### config.mk
export PLATFORM = sky130hd
export DESIGN_NAME = data_mem_arbiter
export DESIGN_NICKNAME = d
export VERILOG_FILES = /design/src/rtl/data_mem_arb_pkg.sv /design/src/rtl/data_mem_arbiter_pick.sv /design/src/rtl/data_mem_arbiter.sv
export SDC_FILE = /design/constraint.sdc
export NUM_CORES = 1
export LEC_CHECK = 0
export ABC_AREA = 1
export ABC_CLOCK_PERIOD_IN_PS = 1380
export BUFFER_PORTS_ARGS = -buffer_cell sky130_fd_sc_hd__buf_2
export CAP_MARGIN = 20
export CORE_UTILIZATION = 40
export DETAILED_ROUTE_END_ITERATION = 10
export PLACE_DENSITY = 0.76
export SLEW_MARGIN = 25
export SYNTH_ARGS = -nofsm -noshare
export SYNTH_HDL_FRONTEND = slang
export SYNTH_SLANG_ARGS = --single-unit
### constraint.sdc
create_clock -name clk -period 1.38 [get_ports clk]
set_input_delay 0.345 -clock clk [delete_from_list [all_inputs] [get_ports clk]]
set_output_delay 0.345 -clock clk [all_outputs]
set_load 0.01 [all_outputs]
### src/rtl/data_mem_arb_pkg.sv
// Shared types for the data memory arbiter: FSM states, port index and port count.
package data_mem_arb_pkg;

    localparam int NUM_PORTS = 2;

    typedef enum logic [1:0] {
        IDLE  = 2'd0,
        ISSUE = 2'd1,
        RESP  = 2'd2
    } arb_state_t;

    typedef logic port_idx_t;

    function automatic logic [NUM_PORTS-1:0] port_onehot(input port_idx_t p);
        return p ? 2'b10 : 2'b01;
    endfunction

endpackage

### src/rtl/data_mem_arbiter_pick.sv
// Combinational port picker: the preferred port (ptr) wins only when both ports are valid.
// A constant-zero ptr yields fixed priority to port 0.
module data_mem_arb_pick
    import data_mem_arb_pkg::*;
(
    input  logic [NUM_PORTS-1:0] req_valid,
    input  port_idx_t            ptr,
    output port_idx_t            sel,
    output logic                 any_valid
);

    // select the preferred port under contention, otherwise the only valid one
    always_comb begin
        any_valid = |req_valid;
        if (&req_valid) begin
            sel = ptr;
        end else begin
            sel = req_valid[1];
        end
    end

endmodule

### src/rtl/data_mem_arbiter.sv
// Two-port arbiter in front of a single-port synchronous data memory (IDLE -> ISSUE -> RESP).
// Build option: define DATA_MEM_ARB_RR_EN for round-robin selection instead of fixed priority.
module data_mem_arbiter
    import data_mem_arb_pkg::*;
#(
    parameter int DATA_WIDTH = 8,
    parameter int ADDR_WIDTH = 8
) (
    input  logic                  clk,
    input  logic                  reset,
    input  logic [NUM_PORTS-1:0]  req_valid,
    output logic [NUM_PORTS-1:0]  req_ready,
    input  logic                  req_we0,
    input  logic                  req_we1,
    input  logic [ADDR_WIDTH-1:0] req_addr0,
    input  logic [ADDR_WIDTH-1:0] req_addr1,
    input  logic [DATA_WIDTH-1:0] req_wdata0,
    input  logic [DATA_WIDTH-1:0] req_wdata1,
    output logic [NUM_PORTS-1:0]  rsp_valid,
    output logic [DATA_WIDTH-1:0] rsp_rdata,
    output logic [ADDR_WIDTH-1:0] mem_addr,
    output logic [DATA_WIDTH-1:0] mem_wdata,
    output logic                  mem_we,
    input  logic [DATA_WIDTH-1:0] mem_rdata
);

    arb_state_t            r_state;
    arb_state_t            w_next_state;
    logic                  r_cmd_we;
    logic [ADDR_WIDTH-1:0] r_cmd_addr;
    logic [DATA_WIDTH-1:0] r_cmd_wdata;
    port_idx_t             r_cmd_port;
    logic                  r_mem_we;
    logic [NUM_PORTS-1:0]  r_rsp_valid;

    port_idx_t             w_ptr;
    port_idx_t             w_sel;
    logic                  w_any_valid;
    logic                  w_hs;
    logic [NUM_PORTS-1:0]  w_ready;
    logic [DATA_WIDTH-1:0] w_rsp_rdata;
    logic                  w_sel_we;
    logic [ADDR_WIDTH-1:0] w_sel_addr;
    logic [DATA_WIDTH-1:0] w_sel_wdata;

`ifdef DATA_MEM_ARB_RR_EN
    port_idx_t r_ptr;

    // preferred port flips after every accepted request
    always_ff @(posedge clk or posedge reset) begin
        if (reset) begin
            r_ptr <= 1'b0;
        end else if (w_hs) begin
            r_ptr <= ~r_ptr;
        end else begin
            r_ptr <= r_ptr;
        end
    end

    assign w_ptr = r_ptr;
`else
    assign w_ptr = 1'b0;
`endif

    data_mem_arb_pick u_pick (
        .req_valid (req_valid),
        .ptr       (w_ptr),
        .sel       (w_sel),
        .any_valid (w_any_valid)
    );

    assign w_sel_we    = w_sel ? req_we1    : req_we0;
    assign w_sel_addr  = w_sel ? req_addr1  : req_addr0;
    assign w_sel_wdata = w_sel ? req_wdata1 : req_wdata0;

    // FSM state register
    always_ff @(posedge clk or posedge reset) begin
        if (reset) begin
            r_state <= IDLE;
        end else begin
            r_state <= w_next_state;
        end
    end

    // next state, ready and read-data steering
    always_comb begin
        w_next_state = r_state;
        w_ready      = {NUM_PORTS{1'b0}};
        w_hs         = 1'b0;
        w_rsp_rdata  = {DATA_WIDTH{1'b0}};
        case (r_state)
            IDLE: begin
                if (w_any_valid) begin
                    w_ready      = port_onehot(w_sel);
                    w_hs         = 1'b1;
                    w_next_state = ISSUE;
                end else begin
                    w_next_state = IDLE;
                end
            end
            ISSUE: begin
                w_next_state = RESP;
            end
            RESP: begin
                // the memory answers one cycle after the address, i.e. now
                if (!r_cmd_we) begin
                    w_rsp_rdata = mem_rdata;
                end else begin
                    w_rsp_rdata = {DATA_WIDTH{1'b0}};
                end
                w_next_state = IDLE;
            end
            default: begin
                w_next_state = IDLE;
            end
        endcase
    end

    // command register, write strobe and response pulse
    always_ff @(posedge clk or posedge reset) begin
        if (reset) begin
            r_cmd_we    <= 1'b0;
            r_cmd_addr  <= {ADDR_WIDTH{1'b0}};
            r_cmd_wdata <= {DATA_WIDTH{1'b0}};
            r_cmd_port  <= 1'b0;
            r_mem_we    <= 1'b0;
            r_rsp_valid <= {NUM_PORTS{1'b0}};
        end else begin
            if (w_hs) begin
                r_cmd_we    <= w_sel_we;
                r_cmd_addr  <= w_sel_addr;
                r_cmd_wdata <= w_sel_wdata;
                r_cmd_port  <= w_sel;
                r_mem_we    <= w_sel_we;
            end else begin
                r_mem_we    <= 1'b0;
            end
            if (r_state == ISSUE) begin
                r_rsp_valid <= port_onehot(r_cmd_port);
            end else begin
                r_rsp_valid <= {NUM_PORTS{1'b0}};
            end
        end
    end

    assign req_ready = w_ready;
    assign rsp_valid = r_rsp_valid;
    assign rsp_rdata = w_rsp_rdata;
    assign mem_addr  = r_cmd_addr;
    assign mem_wdata = r_cmd_wdata;
    assign mem_we    = r_mem_we;

endmodule

### Yosys cells after proc, flatten, opt, wreduce, memory -nomap -nowiden

Cells that the tools add are included.
Widths: inputs -> output; s select.

* eq/ne operators: 2
* muxes and demuxes: 16
* reductions and logical operators: 3

Operator list (number)
* $mux 8: 4
* $mux 2: 5
* $mux 1: 6
* $pmux 2 s2: 1
* $eq 2x1->1 const B: 1
* $eq 2x2->1 const B: 1
* $logic_not 2->1: 1
* $reduce_and 2->1: 1
* $reduce_or 2->1: 1

* flip-flop bits (word level): 23
* input port bits: 46
* output and inout port bits: 29
* logic and storage cells: 28

### Logic depth before layout (Yosys ltp)

Gate-level depths: netlist of run 1.

* word-level depth: 5
* depth in mapped cells: 7
* depth with buffers taken out: 6

### Hierarchy

A second synthesis of run 1 with hierarchy kept.

* cell total of the unflattened synthesis: 170
* area, all modules: 1179.9 um^2

Modules (own cells, without submodules)
* data_mem_arbiter: instances 1, cells an instance 165, area each 1157.4 um^2, seq. area each 575.6 um^2
* data_mem_arb_pick: instances 1, cells an instance 5, area each 22.5 um^2, seq. area each 0.0 um^2

### Worst setup path after synthesis of run 1

Ideal clock, no wire load.

* path kind: input -> output
* start: input req_valid[0]
* end: output req_ready[1]
* arrival: 865 ps
* data required time: 1035 ps
* path slack: 170 ps
* stages: 4
* path buffers: 1
* cell sequence: inv_2 -> nand2_4 -> buf_6 -> nor2_1

* cells in the longest elaborated chain, start to end: 5
* elaborated cells between the ends (all ways): 6
* classes of those cells: mux (4); reduce/logical (2)

Ends and longest elaborated chain
* start: declaration: RTL line data_mem_arbiter.sv:11 `input logic [NUM_PORTS-1:0] req_valid,`
* $reduce_and 2->1: RTL line data_mem_arbiter_pick.sv:15 `if (&req_valid) begin`
* $mux 1: RTL line data_mem_arbiter_pick.sv:15
* $mux 2: RTL line data_mem_arb_pkg.sv:15 `return p ? 2'b10 : 2'b01;`
* $mux 2 *: RTL line data_mem_arbiter.sv:93 `if (w_any_valid) begin`
* $mux 2 *: RTL line data_mem_arbiter.sv:91 `case (r_state)`
* end: declaration: RTL line data_mem_arbiter.sv:12 `output logic [NUM_PORTS-1:0] req_ready,`

Mark *: on every way between the ends. The rest lies on a longest branch, timed or not.

### Worst setup path in the final report of run 1

* start: register r_state[0]
* end: output rsp_rdata[1]

* cells in the longest elaborated chain, start to end: 2

Ends and longest elaborated chain
* start: declaration: RTL line data_mem_arbiter.sv:27 `arb_state_t r_state;`
* start signal: assignment: RTL line data_mem_arbiter.sv:81 `r_state <= w_next_state;`
* $eq 2x2->1: RTL line data_mem_arbiter.sv:91
* $mux 8: RTL line data_mem_arbiter.sv:91
* end: declaration: RTL line data_mem_arbiter.sv:20 `output logic [DATA_WIDTH-1:0] rsp_rdata,`

No other way between the ends.

==> summary.md, run 1 <==
- -0.147 ns — worst setup slack after layout
- 0.000789 V — IR drop worst, VDD
- true — setup repair after global routing missed its margin
- 86 x nand2_1, 23 x dfrtp_1, 17 x nand3_1, 14 x nor2_1, 11 x inv_1 — leading cell types by count after synthesis
- 12 — remaining routing DRC violations
- 7 — number of search-and-repair iterations in the first detailed-routing pass
- 278 — Filler cells
- 74 — number of port buffers
- 0 — Synth warnings
- 10 — Final setup violation count
- 2 — Longest Clk Path Bufs
- flip-flop — startpoint type of the worst setup path
- 3 — number of clock buffers inserted by TritonCTS
- 0.00121 mm^2 — synthesized area
- dfrtp_1 — library cell occupying the most area in the post-synthesis netlist
- nor2_2 > nand2_2 > nor2_1 > buf_2 — cell breakdown of the critical path
- 0.00325 mm^2 — DIE AREA
- 1.00 — FFs w/ async S/R, synth
- 0.394 — fraction of layout instances using a drive strength above 1
- yes — clock tree from TritonCTS
- r_state[1] — worst reg2reg path startpoint
- 166 — gate count of the mapped netlist
- 23 — flops & latches, synth
- 1100 — number of global-route vias before repair
- 0 — number of antenna violations at the first check in global routing
- 0 — # hold bufs at CTS
- 57.0 um — Chip Height
- complete, but fails checks — run status
- 38.1% — Layout area overhead
- 0 — final antenna diode count
- 1660 mW/mm^2 — Power per Cell Area
- 0 — final global-route overflow total
- 4.53 — via count normalized by instance count
- flip-flop to output port — critical setup path kind
- 293 — fin nets
- 7.29 um^2 — Mean Syn Cell Area
- 2.77 mW — total power of the final layout
- 0.12 ns — clock transition time at the flip-flop clock pins of the worst setup and hold paths
- 0.739 — weighted congestion at the end of routability-driven global placement
- 1.18 ns — arrival time at the worst endpoint
- 1255 — via total after detailed routing
- 0 — endpoints failing hold
- 57.0 um — width of the chip
- 0 — Slew Viols, Final
- dfrtp_1 48%, nand2_1 27%, nand3_1 7.0% — top post-synthesis cells by area
- 1.03 ns — required time reported for the critical path endpoint
- 0 — post-route antenna net violation count
- 24 — largest net degree at the start of global routing
- 0.476 — Seq/Total Area, Yosys
- 2.68 mm — total wire length
- 0.431 — Starting Density
- output port — endpoint class of the critical path
- 4.45 mm — first-pass GRT wire length
- 0.0967 ns — setup slack at placement
- 541 um^2 — area of combinational cells with multiple inputs
- clkbuf_4 — clk root buf
- 212 — Post-Synthesis Net Count
- primary input to async pin — worst min path class
- DRC, setup timing — violated checks
- 0.437 ns — actual slew at the worst max-slew pin
- 28 — number of DRC markers after the initial detailed-route iteration
- 0.476 — Synth top area share
- 0.708 — Slew headroom
- 1.11 — post-route clock period utilization
- 1 — number of H-tree branching levels
- 75 — num ports
- 15 — unique cell type count in the Yosys netlist
- 0.173 — global routing usage summed across all routing layers
- 0 — number of enable-type register cells in the synthesized netlist
- 0.000704 ns — Worst Skew
- r_state[0] — Worst setup startpoint
- 23 — clock sink count
- 9.68 um — drt wl/cell
- dfrtp_2 — slowest stage cell on the critical path
- 2.05 mm — detailed-placement wirelength estimate
- 0.29 ns — clk_lat worst skew
- 19 — Cell Rows
- 0.0563 ns — final-layout worst hold slack
- 8 — critical path fanouts, max
- 0.45 ns — maximum cell stage delay along the critical path
- 1.07 nW — leak pwr
- 578 um^2 — Reg area
- 0.00281 mm^2 — placeable core region
- 0 — Max-cap violations
- 1.53 ns — Period minus WS final
- nand2_1 — leading cell type by number of instances after synthesis
- 655 MHz — maximum clock frequency
- dfrtp_1 — Synth Flop Type
[flip-flops by register name, summed over array words and instances (netlist names)]
register	flops
mem_addr	8
mem_wdata	8
mem_we	1
r_cmd_port	1
r_cmd_we	1
r_state	2
rsp_valid	2
[path summary, 6_finish.rpt]
| kind | end | slack (ns) | cells after the start |
|---|---|---|---|
| hold reg to reg | rsp_valid[0] | 0.48 | 1 |
| hold / removal | mem_wdata[4] | 0.06 | 3 |
| min in group clk | mem_wdata[4] | 0.32 | 5 |
| setup / recovery | rsp_rdata[1] | -0.15 | 4 |
| setup reg to reg | r_cmd_we | 0.15 | 5 |
| max in group asynchronous | r_state[1] | 1.08 | 3 |
[routing by layer]
layer / global-route usage / up-vias / share of wire / wire (um)
met5: 0 / - / 0 / 0
li1: - / 662 / - / -
met3: 0.0249 / 2 / 0.056 / 151
met2: 0.316 / 39 / 0.50 / 1330
met1: 0.216 / 552 / 0.44 / 1180
met4: 0.0418 / 0 / 0.0078 / 21
[per-stage QoR]
stage	instance area, um^2	cells	setup TNS [ns]	util
finish	1670	277	-1.36	0.595
global route	1670	277	-2.16	0.595
CTS	1660	277	-1.75	0.590
detailed placement	1610	271	0	0.573
global placement	1610	271	0	0.573
floorplan	1210	166	0	-
[report_power, final]
| part | total, mW | internal, mW | switching (mW) |
|---|---|---|---|
| Sequential | 1.16 | 0.985 | 0.178 |
| Clock | 0.290 | 0.108 | 0.183 |
| Combinational | 1.31 | 0.547 | 0.767 |
| Total | 2.77 | 1.64 | 1.13 |
[cell usage in the layout, fill, tap and decap left out, types with 2 or more instances in the layout]
cell | netlist | routed
buf_2 | 1 | 73
buf_4 | 1 | 8
clkbuf_4 | 0 | 3
dfrtp_1 | 23 | 21
dfrtp_2 | 0 | 2
inv_1 | 11 | 11
inv_2 | 2 | 2
nand2_1 | 86 | 85
nand3_1 | 17 | 17
nor2_1 | 14 | 12
nor2_4 | 2 | 3
[logic make-up (layout without fill, tap and decap cells)]
| family | count (synthesis) | after routing | share of synthesized area |
|---|---|---|---|
| and+or+nand+nor | 122 | 122 | 0.419 |
| DFF | 23 | 23 | 0.476 |
| buffers and inverters | 19 | 99 | 0.0879 |
| AOI/OAI and AO/OA | 2 | 2 | 0.0176 |
[worst max-delay path: cells and delay by family, from the launching register on]
| kind | cells | cell delay, ns |
|---|---|---|
| simple gates | 3 | 0.31 |
| flops | 1 | 0.45 |
| buf+inv | 1 | 0.13 |
[cell type report]
type | instances | share of cell area
multi-input cells | 124 | 0.324
inverters | 13 | 0.0292
clock buffers | 3 | 0.0135
clock inverters | 1 | 0.00300
flip-flops and latches | 23 | 0.346
well taps | 31 | 0.0232
repair buffers | 82 | 0.261
[repair_timing]
item,in CTS,in global routing
resized for setup,3,4
endpoints found under the hold margin,0,0
cloned,0,0
setup endpoints to repair,10,10
setup buffers,2,0
pin swaps,1,1
Power figures use the tool's default switching activity.
==> run 2, diff against run 1 <==
Settings changed: ABC_CLOCK_PERIOD_IN_PS 1380 to 1450, REMOVE_ABC_BUFFERS set to 1.
Clock period 1.38 ns to 1.45 ns, I/O delays scaled along.
==> run 2 against run 1 <==
Compared with the run above: worst hold slack improved by 0.0015 ns; via count rose by 1.5%; the run still ends with DRC, setup timing left; final cell count rose by 1.1%; combinational power rose by 11%.
==> summary.md, run 2 (synthesis results as in run 1) <==
- r_state[0] — worst reg2reg path startpoint
- 4.55 — via count normalized by instance count, +0.43%
- nand2_1 — most common library cell in the layout ignoring fill and taps
- primary input to async pin — worst min path class
- 33 — number of DRC markers after the initial detailed-route iteration, +18%
- 0.282 ns — actual slew at the worst max-slew pin, -0.154 ns
- 24 — largest net degree at the start of global routing, unchanged
- r_state[0] — Worst setup startpoint
- 57.0 um — Chip Height, unchanged
- 2.94 mm — total wire length, +9.5%
- 1.10 nW — leak pwr, +2.7%
- 4.81 mm — first-pass GRT wire length, +8.1%
- 2 — critical path buffer and inverter count, +1
- 0.00162 mm^2 — area of placed instances, +0.78%
- flip-flop — startpoint type of the worst setup path
- 641 MHz — maximum clock frequency
- 0 — endpoints failing hold, unchanged
- 1143 — number of global-route vias before repair, +3.9%
- 0 — Slew Viols, Final, unchanged
- yes — clock tree from TritonCTS
- 1.71 mW — cell internal power dissipation, +4.3%
- 0.00966 ns — Worst Skew, +0.00896 ns
- complete, but fails checks — run status
- 10 — Final setup violation count, unchanged
- 0 — Max-cap violations, unchanged
- 0.431 — Starting Density, unchanged
- 3 — number of clock buffers inserted by TritonCTS, unchanged
- 2.08 mm — detailed-placement wirelength estimate, +1.7%
- 0.107 — relative contribution of the clock network to total power, +0.002
- 1.20 ns — arrival time at the worst endpoint, +0.02 ns
- 3 — critical path fanouts, max, -5
- 2 — Longest Clk Path Bufs, unchanged
- 0.189 — global routing usage summed across all routing layers, +0.0155
- clkbuf_4 — clk root buf
- 0.14 ns — clock transition time at the flip-flop clock pins of the worst setup and hold paths, +0.02 ns
- 0.47 ns — maximum cell stage delay along the critical path, +0.02 ns
- 1.17 mW — switching component of the power, +3.6%
- 1.08 — post-route clock period utilization
- 0.406 — Switching Fraction, -0.00180
- flip-flop to output port — critical setup path kind
- 0.387 — sequential group share of total power, -0.033
- 7 — number of search-and-repair iterations in the first detailed-routing pass, unchanged
- 75 — num ports, unchanged
- DRC, setup timing — violated checks
- flip-flops — dominant delay contributor by cell family on the critical path
- 0.00325 mm^2 — DIE AREA, unchanged
- 1 — number of H-tree branching levels, unchanged
- 0.00281 mm^2 — placeable core region, unchanged
- true — setup repair after global routing missed its margin
- 85 x nand2_1, 73 x buf_2, 21 x dfrtp_1, 17 x nand3_1 — leading cell types in the layout, fill and taps excluded
- 0 — final global-route overflow total, unchanged
- 0 — final antenna diode count, unchanged
- 1660 mW/mm^2 — Power per Cell Area, +0.28%
- 23 — clock sink count, unchanged
- 10.5 um — drt wl/cell, +8.3%
- 1.09 ns — required time reported for the critical path endpoint, +0.06 ns
- 0.00173 mm^2 — Non-Filler Cell Area, Final, +3.7%
- -0.111 ns — worst setup slack after layout, +0.0353 ns
- 0.155 ns — setup slack at placement, +0.0579 ns
- 0.31 ns — clk_lat worst skew, +0.02 ns
- 253 — Filler cells, -9.0%
- nor2_4 > inv_2 > nor2_2 > buf_2 — cell breakdown of the critical path
- 0.812 — Slew headroom, +0.104
- 0.618 — post-layout util, +0.0223
- 0 — post-route antenna net violation count, unchanged
- 43.2% — Layout area overhead
- dfrtp_2 — slowest stage cell on the critical path
- 0.507 — combinational power share, +0.032
- 1274 — via total after detailed routing, +1.5%
- 57.0 um — width of the chip, unchanged
- 19 — Cell Rows, unchanged
- 1.56 ns — Period minus WS final
- 0 — number of antenna violations at the first check in global routing, unchanged
- 296 — fin nets, +1.0%
- output port — endpoint class of the critical path
- 0.806 — weighted congestion at the end of routability-driven global placement, +9.1%
- 0.406 — fraction of layout instances using a drive strength above 1, +0.0113
- 0.000698 V — IR drop worst, VDD, -12%
- 74 — number of port buffers, unchanged
- 2.88 mW — total power of the final layout, +4.0%
- 14 — remaining routing DRC violations, +2
run 2: cell types whose count changed in the layout (fill, tap and decap cells not counted), sizes merged:
| cell | previous run | this run |
|---|---|---|
| clkinv | 1 | 0 |
| buf | 82 | 85 |
| clkinvlp | 0 | 1 |
run 2: worst paths after layout:
check	slack, ns	endpoint	cells after the start
max in group asynchronous	1.16	r_state[1]	3
hold reg to reg	0.48	rsp_valid[0]	1
setup reg to reg	0.22	r_cmd_we	7
hold / removal	0.06	rsp_valid[1]	3
setup / recovery	-0.11	req_ready[1]	4
min in group clk	0.32	mem_wdata[7]	5
run 2: power groups by stage:
| stage | clock [mW] | combinational, mW | sequential, mW |
|---|---|---|---|
| 2_1_floorplan | 0 | 0.577 | 1.22 |
| 3_3_place_gp | 0 | 1.23 | 1.11 |
| 3_5_place_dp | 0 | 1.25 | 1.11 |
| 4_1_cts | 0.320 | 1.35 | 1.10 |
| 5_1_grt | 0.352 | 1.61 | 1.15 |
| 6_report | 0.307 | 1.46 | 1.11 |
run 2: final cells by class:
type	instances	area, um^2	share of cell area
Inverter	13	48.8	0.0282
Clock inverter	1	7.51	0.00433
Multi-Input combinational cell	124	553	0.319
Sequential cell	23	578	0.334
Clock buffer	3	22.5	0.0130
Timing Repair Buffer	85	484	0.279
Tap cell	31	38.8	0.0224
run 2: per-layer routing:
layer,wire length [um],GRT usage,share of wire,up-vias
met5,0,0,0,-
met4,33,0.0523,0.011,0
met3,223,0.0340,0.076,4
met2,1460,0.356,0.50,55
met1,1220,0.218,0.41,546
li1,-,-,-,669
run 2: stage by stage:
| stage | hold WS (ns) | std cells | setup TNS, ns |
|---|---|---|---|
| after floorplan | 0.364 | 160 | 0 |
| after global placement | 0.416 | 271 | 0 |
| after detailed placement | 0.415 | 271 | 0 |
| after CTS | 0.0628 | 279 | -1.37 |
| after global routing | 0.0932 | 280 | -1.83 |
| final | 0.0577 | 280 | -0.985 |
run 2: timing repair:
action	4_1_cts	5_1_grt
setup buffers	4	1
endpoints found under the setup margin	10	11
pin swaps	1	1
resized for setup	3	7
endpoints found under the hold margin	0	0
hold buffers	0	0
run 2: worst min-delay path, cell delays in order:
cell	delay, ns
buf_2	0.09
inv_1	0.04
buf_4	0.28
